**src/rtl/dmem_arbiter.sv**
```systemverilog
// dmem_arbiter: round-robin two-port arbiter and byte/half/word sequencer
// for a word-wide data memory. Build option: DMEM_BOUNDS_CHECK_EN.
module dmem_arbiter #(
    parameter int unsigned DEPTH      = 11,
    parameter bit          RESET_LAST = 1'b1
) (
    input  logic        CLK,
    input  logic        rst_n,
    input  logic [1:0]  req,
    input  logic [1:0]  we,
    input  logic [3:0]  size,
    input  logic [63:0] addr,
    input  logic [63:0] wdata,
    output logic [1:0]  gnt,
    output logic [1:0]  rvalid,
    output logic [31:0] rdata,
    output logic        err,
    output logic        mem_we,
    output logic [31:0] mem_a,
    output logic [31:0] mem_wd,
    input  logic [31:0] mem_rd
);

    typedef enum logic [1:0] {
        IDLE,
        EXEC,
        WB,
        RESP
    } state_t;

    state_t state_q;
    state_t state_d;

    logic        last_q;
    logic        id_q;
    logic        we_q;
    logic [1:0]  size_q;
    logic [31:0] addr_q;
    logic [31:0] wdata_q;
    logic        err_q;
    logic [31:0] rdata_q;
    logic [31:0] merge_q;

    logic        pick_id;
    logic        grant;
    logic        sel_we;
    logic [1:0]  sel_size;
    logic [31:0] sel_addr;
    logic [31:0] sel_wdata;
    logic        sel_legal;
    logic        in_range;

    logic [4:0]  shamt;
    logic [31:0] shifted;
    logic [31:0] load_data;
    logic [31:0] lane_mask;
    logic [31:0] merged;

    // Pick the winner: a lone request wins, a tie goes to the other side.
    always_comb begin
        pick_id = 1'b0;
        if (req == 2'b11) begin
            pick_id = ~last_q;
        end else if (req[1]) begin
            pick_id = 1'b1;
        end
    end

    assign grant = rst_n && (state_q == IDLE) && (|req);
    assign gnt   = grant ? (pick_id ? 2'b10 : 2'b01) : 2'b00;

    // Route the winning requester's fields toward the capture registers.
    always_comb begin
        sel_we    = pick_id ? we[1] : we[0];
        sel_size  = pick_id ? size[3:2] : size[1:0];
        sel_addr  = pick_id ? addr[63:32] : addr[31:0];
        sel_wdata = pick_id ? wdata[63:32] : wdata[31:0];
    end

`ifdef DMEM_BOUNDS_CHECK_EN
    assign in_range = ({2'b00, sel_addr[31:2]} < 32'(DEPTH));
`else
    // DEPTH only matters when range checking is compiled in.
    logic [31:0] depth_unused;
    assign depth_unused = 32'(DEPTH);
    assign in_range     = 1'b1;
`endif

    // Size/alignment legality of the winning request.
    always_comb begin
        sel_legal = 1'b0;
        unique case (sel_size)
            2'b00:   sel_legal = 1'b1;
            2'b01:   sel_legal = ~sel_addr[0];
            2'b10:   sel_legal = (sel_addr[1:0] == 2'b00);
            default: sel_legal = 1'b0;
        endcase
        sel_legal = sel_legal & in_range;
    end

    // Lane extraction for loads and lane merge for sub-word stores.
    always_comb begin
        shamt     = {addr_q[1:0], 3'b000};
        shifted   = mem_rd >> shamt;
        load_data = mem_rd;
        lane_mask = 32'hFFFF_FFFF;
        unique case (size_q)
            2'b00: begin
                load_data = {24'h0, shifted[7:0]};
                lane_mask = 32'h0000_00FF << shamt;
            end
            2'b01: begin
                load_data = {16'h0, shifted[15:0]};
                lane_mask = 32'h0000_FFFF << shamt;
            end
            default: begin
                load_data = mem_rd;
                lane_mask = 32'hFFFF_FFFF;
            end
        endcase
        merged = (mem_rd & ~lane_mask) | ((wdata_q << shamt) & lane_mask);
    end

    // State register.
    always_ff @(posedge CLK or negedge rst_n) begin
        if (!rst_n) begin
            state_q <= IDLE;
        end else begin
            state_q <= state_d;
        end
    end

    // Capture the granted request and the EXEC-cycle memory data.
    always_ff @(posedge CLK or negedge rst_n) begin
        if (!rst_n) begin
            last_q  <= RESET_LAST;
            id_q    <= 1'b0;
            we_q    <= 1'b0;
            size_q  <= 2'b00;
            addr_q  <= 32'h0;
            wdata_q <= 32'h0;
            err_q   <= 1'b0;
            rdata_q <= 32'h0;
            merge_q <= 32'h0;
        end else begin
            if (grant) begin
                last_q  <= pick_id;
                id_q    <= pick_id;
                we_q    <= sel_we;
                size_q  <= sel_size;
                addr_q  <= sel_addr;
                wdata_q <= sel_wdata;
                err_q   <= ~sel_legal;
                rdata_q <= 32'h0;
            end
            if (state_q == EXEC) begin
                if (!we_q) begin
                    rdata_q <= load_data;
                end else begin
                    merge_q <= merged;
                end
            end
        end
    end

    // Next state and memory/response outputs.
    always_comb begin
        state_d = state_q;
        mem_we  = 1'b0;
        mem_a   = 32'h0;
        mem_wd  = 32'h0;
        rvalid  = 2'b00;
        rdata   = 32'h0;
        err     = 1'b0;
        unique case (state_q)
            IDLE: begin
                if (grant) begin
                    state_d = sel_legal ? EXEC : RESP;
                end
            end
            EXEC: begin
                mem_a = {addr_q[31:2], 2'b00};
                if (we_q && (size_q == 2'b10)) begin
                    mem_we  = 1'b1;
                    mem_wd  = wdata_q;
                    state_d = RESP;
                end else if (we_q) begin
                    state_d = WB;
                end else begin
                    state_d = RESP;
                end
            end
            WB: begin
                mem_a   = {addr_q[31:2], 2'b00};
                mem_we  = 1'b1;
                mem_wd  = merge_q;
                state_d = RESP;
            end
            RESP: begin
                rvalid  = id_q ? 2'b10 : 2'b01;
                err     = err_q;
                rdata   = rdata_q;
                state_d = IDLE;
            end
            default: state_d = IDLE;
        endcase
    end

endmodule

```
**config.mk**
```make
export PLATFORM = sky130hd
export DESIGN_NAME = dmem_arbiter
export DESIGN_NICKNAME = d
export VERILOG_FILES = /design/src/rtl/dmem_arbiter.sv
export SDC_FILE = /design/constraint.sdc
export NUM_CORES = 1
export LEC_CHECK = 0
export CAP_MARGIN = 20
export CORE_MARGIN = 3
export CORE_UTILIZATION = 46
export DETAILED_ROUTE_END_ITERATION = 8
export PLACE_DENSITY = 0.81
export SLEW_MARGIN = 10
export SYNTH_ARGS = -nofsm -noshare
export SYNTH_HDL_FRONTEND = slang
export SYNTH_SLANG_ARGS = --single-unit
export TNS_END_PERCENT = 1
```
**constraint.sdc**
```tcl
create_clock -name CLK -period 2.81 [get_ports CLK]
set_clock_uncertainty 0.1 [all_clocks]
set_input_delay 0.843 -clock CLK [delete_from_list [all_inputs] [get_ports CLK]]
set_output_delay 0.843 -clock CLK [all_outputs]
set_load 0.05 [all_outputs]
```
==> reports/results.tsv, run 1 <==
stage	metric	value	unit
floorplan	io pins	272	
drt	number of DRC violations after detailed-routing iteration 0	728	
placement	worst slack after detailed placement	-0.151	ns
run_status	failing checks	negative setup slack	
global_route	initial antenna violation count	1	
yosys	share of synthesized area spent on multiplexers	15.7	%
clocking	clock tree from TritonCTS	done	
drt	Final ANT Viol Nets	0	
placement	area after detailed placement	11800	µm²
sta	# setup viols final	33	
clocking	clock-pin slew of the registers on the worst-case setup and hold paths	0.06	ns
sta	least setup slack across all paths after layout	-0.159	ns
sta	final critical delay including setup and external delays	2.97	ns
global_route	number of global-route vias before repair	7503	
final_layout	layout filler cell count	1109	
yosys	Synth Area in Compound Gates	18.8	%
yosys	YS warnings	0	
clocking	clk_lat worst skew	0.42	ns
yosys	fraction of the yosys area taken by sequential cells	42.9	%
placement	Post-DP HPWL	18900	µm
critical_path	Critical Path, Cell by Cell	inv_2 -> ha_4 -> nand2_4 -> nor2_4 -> buf_12 -> a22oi_1 -> nor2b_2 -> buf_12	
clocking	number of H-tree levels	4	
sta	maximum clock rate	337	MHz
yosys	number of synthesized flops with an enable pin	0	
global_route	global-route wire length before repair	40500	µm
power	power per cell area	1160	nW/µm²
floorplan	Die Height	137	µm
final_layout	design area	12600	µm²
critical_path	path type of the worst setup path	reg2out	
critical_path	sort of element at the start of the critical path	flip-flop	
power	leakage power summed over all cells	0.00548	µW
yosys	post-synth cell types	45	
global_route	maximum number of pins on one net before global-route repair	137	
sta	Worst Max-Slew Pin Slew	0.880	ns
drt	vias after detailed routing	7403	
worst_hold_path	Hold Crit Class	reg2reg	
yosys	dominant combinational cell family by area after synthesis	compound AO/OA/AOI/OAI gates	
critical_path	critical-path cell with the highest stage delay	dfrtp_1	
yosys	Synth Flop Type	dfrtp_1	
critical_path	Worst Path Max Fanout	16	
sta	total count of max-transition violations in the final report	0	
floorplan	total die area	18900	µm²
critical_path	most repeated library cell on the critical path	buf_12	
placement	weighted congestion reported at the end of routability-driven placement	0.891	
final_layout	fin nets	1253	
clocking	TritonCTS buffer count	17	
critical_path	CP arrival	2.03	ns
clocking	clock tree sinks	136	
power	peak supply drop	0.000750	V
critical_path	element type at the critical path end	output port	
placement	number of port buffers	269	
critical_path	required time worst endpoint	1.87	ns
global_route	GR Util All Layers	27.9	%
yosys	adder-cell share of the synthesized area	0.788	%
global_route	GR Overflow Total	0	
placement	Inst Count DP	1273	
clocking	Post-CTS Hold Fix Bufs	0	
sta	final hold violations	0	
yosys	simple logic cell fraction of the synthesized area	16.8	%
yosys	number of storage elements in the synthesis netlist	136	
yosys	XOR/XNOR share of the synthesized area	0	%
drt	Detailed Route WL	26400	µm
final_layout	share of final-layout standard cells stronger than drive strength 1	21.3	%
drt	DRT Pass-1 Iters	6	
floorplan	Initial Util	47.4	%
drt	DRC violations left	0	
sta	setup repair after global routing missed its margin	true	
floorplan	Core ar.	16800	µm²
sta	aggregate negative setup slack	-3.72	ns
final_layout	area added between synthesis and finish	59.1	%
critical_path	largest incremental delay on the critical path	0.39	ns
sta	Relative slew margins	41.2	%
yosys	post-synthesis instance area	7940	µm²
run	Max Cap Violations	0	
final_layout	final instance count without filler cells	1312	
drt	detail-routed via count per cell	5.64	
run_status	status	finished, violations left	
floorplan	placement row count	47	
yosys	mean instance size in the synthesized netlist	9.52	µm²
drt	routed length per placed instance	20.2	µm
clocking	number of buffers on the longest clock path	2	
yosys	async set-reset flop share out of synthesis	100	%
sta	final clock period utilization by the worst path	106	%
floorplan	horizontal die dimension	137	µm
yosys	gate count of the mapped netlist	834	
clocking	clock tree root driver cell	clkbuf_16	
==> synth_stat cells, types with 2 or more instances <==
master / instances / area, µm²
dfrtp_1: 135 / 3380
mux2i_1: 123 / 1230
o21ai_1: 108 / 541
nand2_1: 104 / 390
and2_1: 66 / 413
a22oi_1: 41 / 308
nor2b_1: 36 / 225
buf_2: 28 / 140
nor2_1: 27 / 101
clkbuf_1: 26 / 97.6
a22o_1: 16 / 140
o21ai_0: 11 / 55.1
o22ai_1: 10 / 62.6
a211oi_1: 8 / 60.1
a21oi_1: 8 / 40.0
a221o_1: 8 / 80.1
nand3_1: 8 / 40.0
nor3b_1: 8 / 60.1
a2bb2oi_1: 7 / 61.3
buf_1: 7 / 26.3
buf_6: 7 / 78.8
buf_4: 6 / 45.0
ha_1: 5 / 62.6
o21a_1: 4 / 30.0
nor2_2: 3 / 18.8
a21o_1: 2 / 15.0
inv_1: 2 / 7.51
nand2b_1: 2 / 12.5
nor2_4: 2 / 22.5
==> repair_timing <==
item                                    in CTS  in global routing
pin swaps                                    1                  7
cloned                                       2                  0
endpoints found under the setup margin      49                 66
gates resized for setup                     29                 40
buffers inserted                             5                  1
hold endpoints to repair                     0                  0
==> power breakdown <==
part           switching, µW  total [µW]  internal (µW)
Combinational           4800        8830           4040
Clock                    856        2230           1370
Sequential               766        3580           2810
==> area by class of cell <==
cell class / count / area (µm²) / share of cell area, %
sequential: 136 / 3410 / 27.0
multi-input combinational: 623 / 4330 / 34.3
clock inverter: 12 / 124 / 0.981
antenna: 1 / 2.50 / 0.0198
clock buffer: 20 / 467 / 3.69
timing repair buffer: 298 / 4020 / 31.8
tap: 220 / 275 / 2.18
inverter: 2 / 7.51 / 0.0594
==> flip-flops by register name, summed over array words and instances, names as in the netlist <==
signal   cells
merge_q     32
id_q         1
addr_q      32
rdata_q     32
wdata_q     32
we_q         1
state_q      2
last_q       1
size_q       2
err_q        1
==> per-layer routing <==
metal / share of wire [%] / track usage, %
met5: 0 / 0
met3: 8.3 / 7.56
met4: 3.5 / 12.1
met1: 39 / 36.2
met2: 49 / 44.1
==> placed cells by master, fill, tap and decap left out, types with 3 or more instances in the layout <==
master             n
clkinvlp_4         4
a22o_1            16
a211oi_1           8
a2bb2oi_1          7
clkbuf_16         18
a221o_1            8
nor2_4             3
a22oi_1           37
buf_12           106
o21ai_0           11
buf_4             20
clkdlybuf4s50_1  166
clkbuf_8           3
o21a_1             4
clkinv_2           5
nand3_1            8
dfrtp_1          133
nor2_1            26
a21oi_1            8
nor2b_1            7
o21ai_1          108
mux2i_1          123
o22ai_1           10
nor2_2             3
and2_4            15
and2_1            52
nand2_1          103
nor2b_2           28
a22oi_2            4
nor3b_1            8
==> cell families (layout without fill, tap and decap cells) <==
group                    Yosys count  in the layout
AND/OR/NAND/NOR                  260            260
adder cells (fa/ha/maj)            5              5
other                              1              3
flip-flops                       136            136
multiplexers                     124            124
buffers and inverters             76            332
AO/OA/AOI/OAI                    232            232
==> through the flow <==
stage | hold slack, ns | total power, µW | utilization, %
2_1_floorplan | 0.348 | 8470 | -
3_3_place_gp | 0.359 | 11700 | 70.3
3_5_place_dp | 0.369 | 12000 | 70.3
4_1_cts | 0.382 | 14400 | 74.9
5_1_grt | 0.400 | 15400 | 75.4
6_report | 0.381 | 14600 | 75.4
==> critical path: cells and delay by family (launching register included) <==
family	cells	cell delay [ns]
AOI/OAI and AO/OA	1	0.09
adders and majority gates	1	0.15
buffers and inverters	3	0.45
DFF	1	0.39
and+or+nand+nor	3	0.52
==> path summary, 6_finish.rpt <==
| check | start | end | slack, ns | depth (start not counted) |
|---|---|---|---|---|
| setup / recovery | state_q[1] | mem_wd[6] | -0.16 | 8 |
| max in group asynchronous | rst_n | addr_q[0] | 1.61 | 2 |
| setup reg to reg | state_q[1] | wdata_q[25] | 0.61 | 8 |
| hold / removal | addr_q[16] | addr_q[16] | 0.38 | 2 |
| min in group asynchronous | rst_n | addr_q[6] | 0.42 | 2 |
| hold reg to reg | addr_q[16] | addr_q[16] | 0.38 | 2 |
(Power assumes the default switching activity.)
==> inputs of run 2 (changes only) <==
ABC_AREA = 1   (was default)
CORE_UTILIZATION = 47   (was 46)
PLACE_DENSITY = 0.82   (was 0.81)
SLEW_MARGIN = 20   (was 10)
==> reports/results.tsv, run 2 <==
stage	metric	value	unit	change
run_status	status	finished, violations left		
run_status	failing checks	negative setup slack		
placement	Post-DP HPWL	21600	µm	+14%
global_route	global-route wire length before repair	48900	µm	+21%
sta	final clock period utilization by the worst path	103	%	-2.4 points
critical_path	element type at the critical path end	output port		
drt	vias after detailed routing	9401		+27%
final_layout	area added between synthesis and finish	64.0	%	
power	switch share	48.6	%	+4.7 points
sta	Worst Hold Margin	0.381	ns	+0.000173 ns
floorplan	Core ar.	16700	µm²	-0.35%
floorplan	total die area	18700	µm²	-0.70%
power	sequential power share	23.1	%	-1.4 points
critical_path	count of buffer and inverter cells on the critical path	5		+2
worst_hold_path	Hold Crit Class	reg2reg		
floorplan	Initial Util	48.2	%	+0.84 points
yosys	share of the synthesized area in the top cell type	42.0	%	-0.60 points
sta	maximum clock rate	345	MHz	+2.3%
clocking	clock tree from TritonCTS	done		
critical_path	critical-path cell with the highest stage delay	dfrtp_1		
clocking	clock tree sinks	136		unchanged
sta	# setup viols final	33		unchanged
yosys	post-synth cell types	28		-38%
yosys	number of storage elements in the synthesis netlist	136		unchanged
drt	DRC violations left	0		unchanged
critical_path	Critical Path, Cell by Cell	inv_2 -> ha_4 -> nand2_4 -> inv_8 -> buf_12 -> buf_16 -> nand3_2 -> a21oi_2 -> buf_12		
yosys	cell types with the highest counts after synthesis	nand2_1 (491), nand3_1 (154), dfrtp_1 (135), inv_1 (104), o21ai_0 (59)		
clocking	TritonCTS buffer count	17		unchanged
drt	Final ANT Viol Nets	0		unchanged
power	peak supply drop	0.000636	V	-15%
drt	routed length per placed instance	19.4	µm	-3.5%
floorplan	Die Height	137	µm	-0.35%
drt	detail-routed via count per cell	5.68		+0.61%
critical_path	CP arrival	1.96	ns	-0.07 ns
yosys	fraction of the yosys area taken by sequential cells	42.3	%	-0.60 points
yosys	YS warnings	0		unchanged
power	switching power	7680	µW	+20%
power	power per cell area	1200	nW/µm²	+3.4%
run	Max Cap Violations	0		unchanged
placement	weighted congestion reported at the end of routability-driven placement	0.957		+7.4%
yosys	Synth Flop Type	dfrtp_1		
global_route	GR Util All Layers	33.9	%	+5.9 points
floorplan	io pins	272		unchanged
critical_path	path type of the worst setup path	reg2out		
power	Comb pwr share	62.9	%	+2.6 points
critical_path	family with the most delay on the worst path	buffers and inverters		
final_layout	commonest cells after routing, fill and taps aside	nand2_1 (489), clkdlybuf4s50_1 (166), nand3_1 (138)		
clocking	Post-CTS Hold Fix Bufs	0		unchanged
placement	worst slack after detailed placement	-0.171	ns	-0.0192 ns
floorplan	placement row count	47		unchanged
global_route	number of global-route vias before repair	9146		+22%
critical_path	largest incremental delay on the critical path	0.39	ns	about the same
final_layout	most frequent standard cell in the layout excluding fill and tap cells	nand2_1		
final_layout	share of final-layout standard cells stronger than drive strength 1	18.8	%	-2.5 points
final_layout	fin nets	1598		+28%
global_route	maximum number of pins on one net before global-route repair	137		unchanged
clocking	clk_lat worst skew	0.43	ns	about the same
critical_path	Worst Path Max Fanout	7		-9
clocking	number of H-tree levels	4		unchanged
yosys	post-synthesis instance area	8050	µm²	+1.4%
sta	Worst Max-Slew Pin Slew	0.955	ns	+0.0753 ns
drt	DRT Pass-1 Iters	6		unchanged
sta	total count of max-transition violations in the final report	0		unchanged
drt	Detailed Route WL	32200	µm	+22%
yosys	gate count of the mapped netlist	1167		+40%
critical_path	required time worst endpoint	1.87	ns	about the same
sta	setup repair after global routing missed its margin	true		
sta	final hold violations	0		unchanged
yosys	async set-reset flop share out of synthesis	100	%	unchanged
drt	number of DRC violations after detailed-routing iteration 0	1404		+93%
yosys	number of synthesized flops with an enable pin	0		unchanged
sta	final critical delay including setup and external delays	2.90	ns	-0.0681 ns
final_layout	Antenna Diode Count	0		-1
placement	number of port buffers	269		unchanged
power	Tot Pwr	15800	µW	+8.0%
sta	least setup slack across all paths after layout	-0.0912	ns	+0.0681 ns
yosys	count leader, synth	nand2_1		
clocking	number of buffers on the longest clock path	2		unchanged
power	leakage power summed over all cells	0.00616	µW	+12%
clocking	clock tree root driver cell	clkbuf_16		
global_route	GR Overflow Total	0		unchanged
sta	Relative slew margins	36.3	%	-4.9 points
yosys	synth top area cells	dfrtp_1 (42%), nand2_1 (23%), nand3_1 (9.6%)		
critical_path	sort of element at the start of the critical path	flip-flop		
yosys	post-synth top area cell	dfrtp_1		
power	internal power	8130	µW	-1.1%
final_layout	layout filler cell count	1116		+0.63%
floorplan	horizontal die dimension	137	µm	-0.35%
power	share of power burned in the clock network	14.1	%	-1.1 points
global_route	initial antenna violation count	0		-1
placement	area after detailed placement	11900	µm²	+0.67%
clocking	clock-pin slew of the registers on the worst-case setup and hold paths	0.05	ns	about the same
final_layout	design area	13200	µm²	+4.5%
critical_path	most repeated library cell on the critical path	buf_12		
yosys	mean instance size in the synthesized netlist	6.90	µm²	-28%
run 2: cell types whose count changed in the layout (fill, tap and decap cells not counted), moves of 28 or more:
cell and delta:
nand2_1 +386, nor2b_2 -28, and2_1 -52, o21ai_1 -99, mux2i_1 -123, a22oi_1 -37, o21ai_0 +48, inv_1 +81
nand3_1 +130
run 2: area by class of cell:
cell class | instances | area, µm² | area share [%]
Timing Repair Buffer | 309 | 4240 | 32.1
Multi-Input combinational cell | 846 | 4270 | 32.3
Sequential cell | 136 | 3410 | 25.8
Inverter | 113 | 437 | 3.31
Clock inverter | 8 | 95.1 | 0.720
Clock buffer | 24 | 482 | 3.65
Tap cell | 220 | 275 | 2.09
run 2: what timing repair did:
item | in CTS | in global routing
setup endpoints to repair | 63 | 85
pin swaps | 23 | 14
gates cloned | 5 | 1
resized for setup | 91 | 31
setup buffers | 8 | 0
run 2: path summary, 6_finish.rpt:
kind                             start     endpoint  slack (ns)  depth (start not counted)
hold reg to reg            merge_q[29]  merge_q[29]        0.38                          2
setup reg to reg            state_q[1]  rdata_q[27]        0.41                          9
hold / removal             merge_q[29]  merge_q[29]        0.38                          2
max in group asynchronous        rst_n   merge_q[8]        1.56                          2
min in group asynchronous        rst_n    addr_q[1]        0.39                          2
setup / recovery            state_q[1]   mem_wd[28]       -0.09                          9
run 2: power by group through the flow:
stage / registers (µW) / clock network [µW] / logic [µW]
floorplan: 3280 / 0 / 5180
global placement: 3530 / 0 / 8460
detailed placement: 3550 / 0 / 8620
CTS: 3580 / 2220 / 9540
global route: 3710 / 2300 / 10500
finish: 3650 / 2220 / 9940
run 2: layer usage:
metal / track usage [%] / share of wire, % / up-vias
met5: 0 / 0 / -
met4: 14.5 / 4.8 / 0
met3: 8.82 / 12 / 141
met2: 57.4 / 49 / 671
met1: 40.9 / 35 / 4389
li1: - / - / 4200
run 2: kinds of logic after synthesis:
family,count (synthesis),synth area share (%)
and+or+nand+nor,687,36.0
buffers and inverters,186,10.7
AOI/OAI and AO/OA,152,10.2
DFF,136,42.3
adders and majority gates,5,0.777
other,1,0.0466
run 2: stage by stage:
step	util, %	TNS, ns	instances
2_1_floorplan	-	-4.57	1168
3_3_place_gp	71.0	-0.587	1610
3_5_place_dp	71.0	-8.41	1610
4_1_cts	78.4	-1.09	1655
5_1_grt	79.0	-2.93	1656
6_report	79.0	-1.61	1656
run 2: worst reg2reg max path, cell delays in order (launching register included):
cell and delay (ns):
dfrtp_1 0.37, inv_2 0.07, buf_4 0.15, ha_4 0.16, inv_1 0.14, nor2_4 0.07, inv_2 0.10, buf_4 0.74
nand3_1 0.25, o21ai_0 0.17
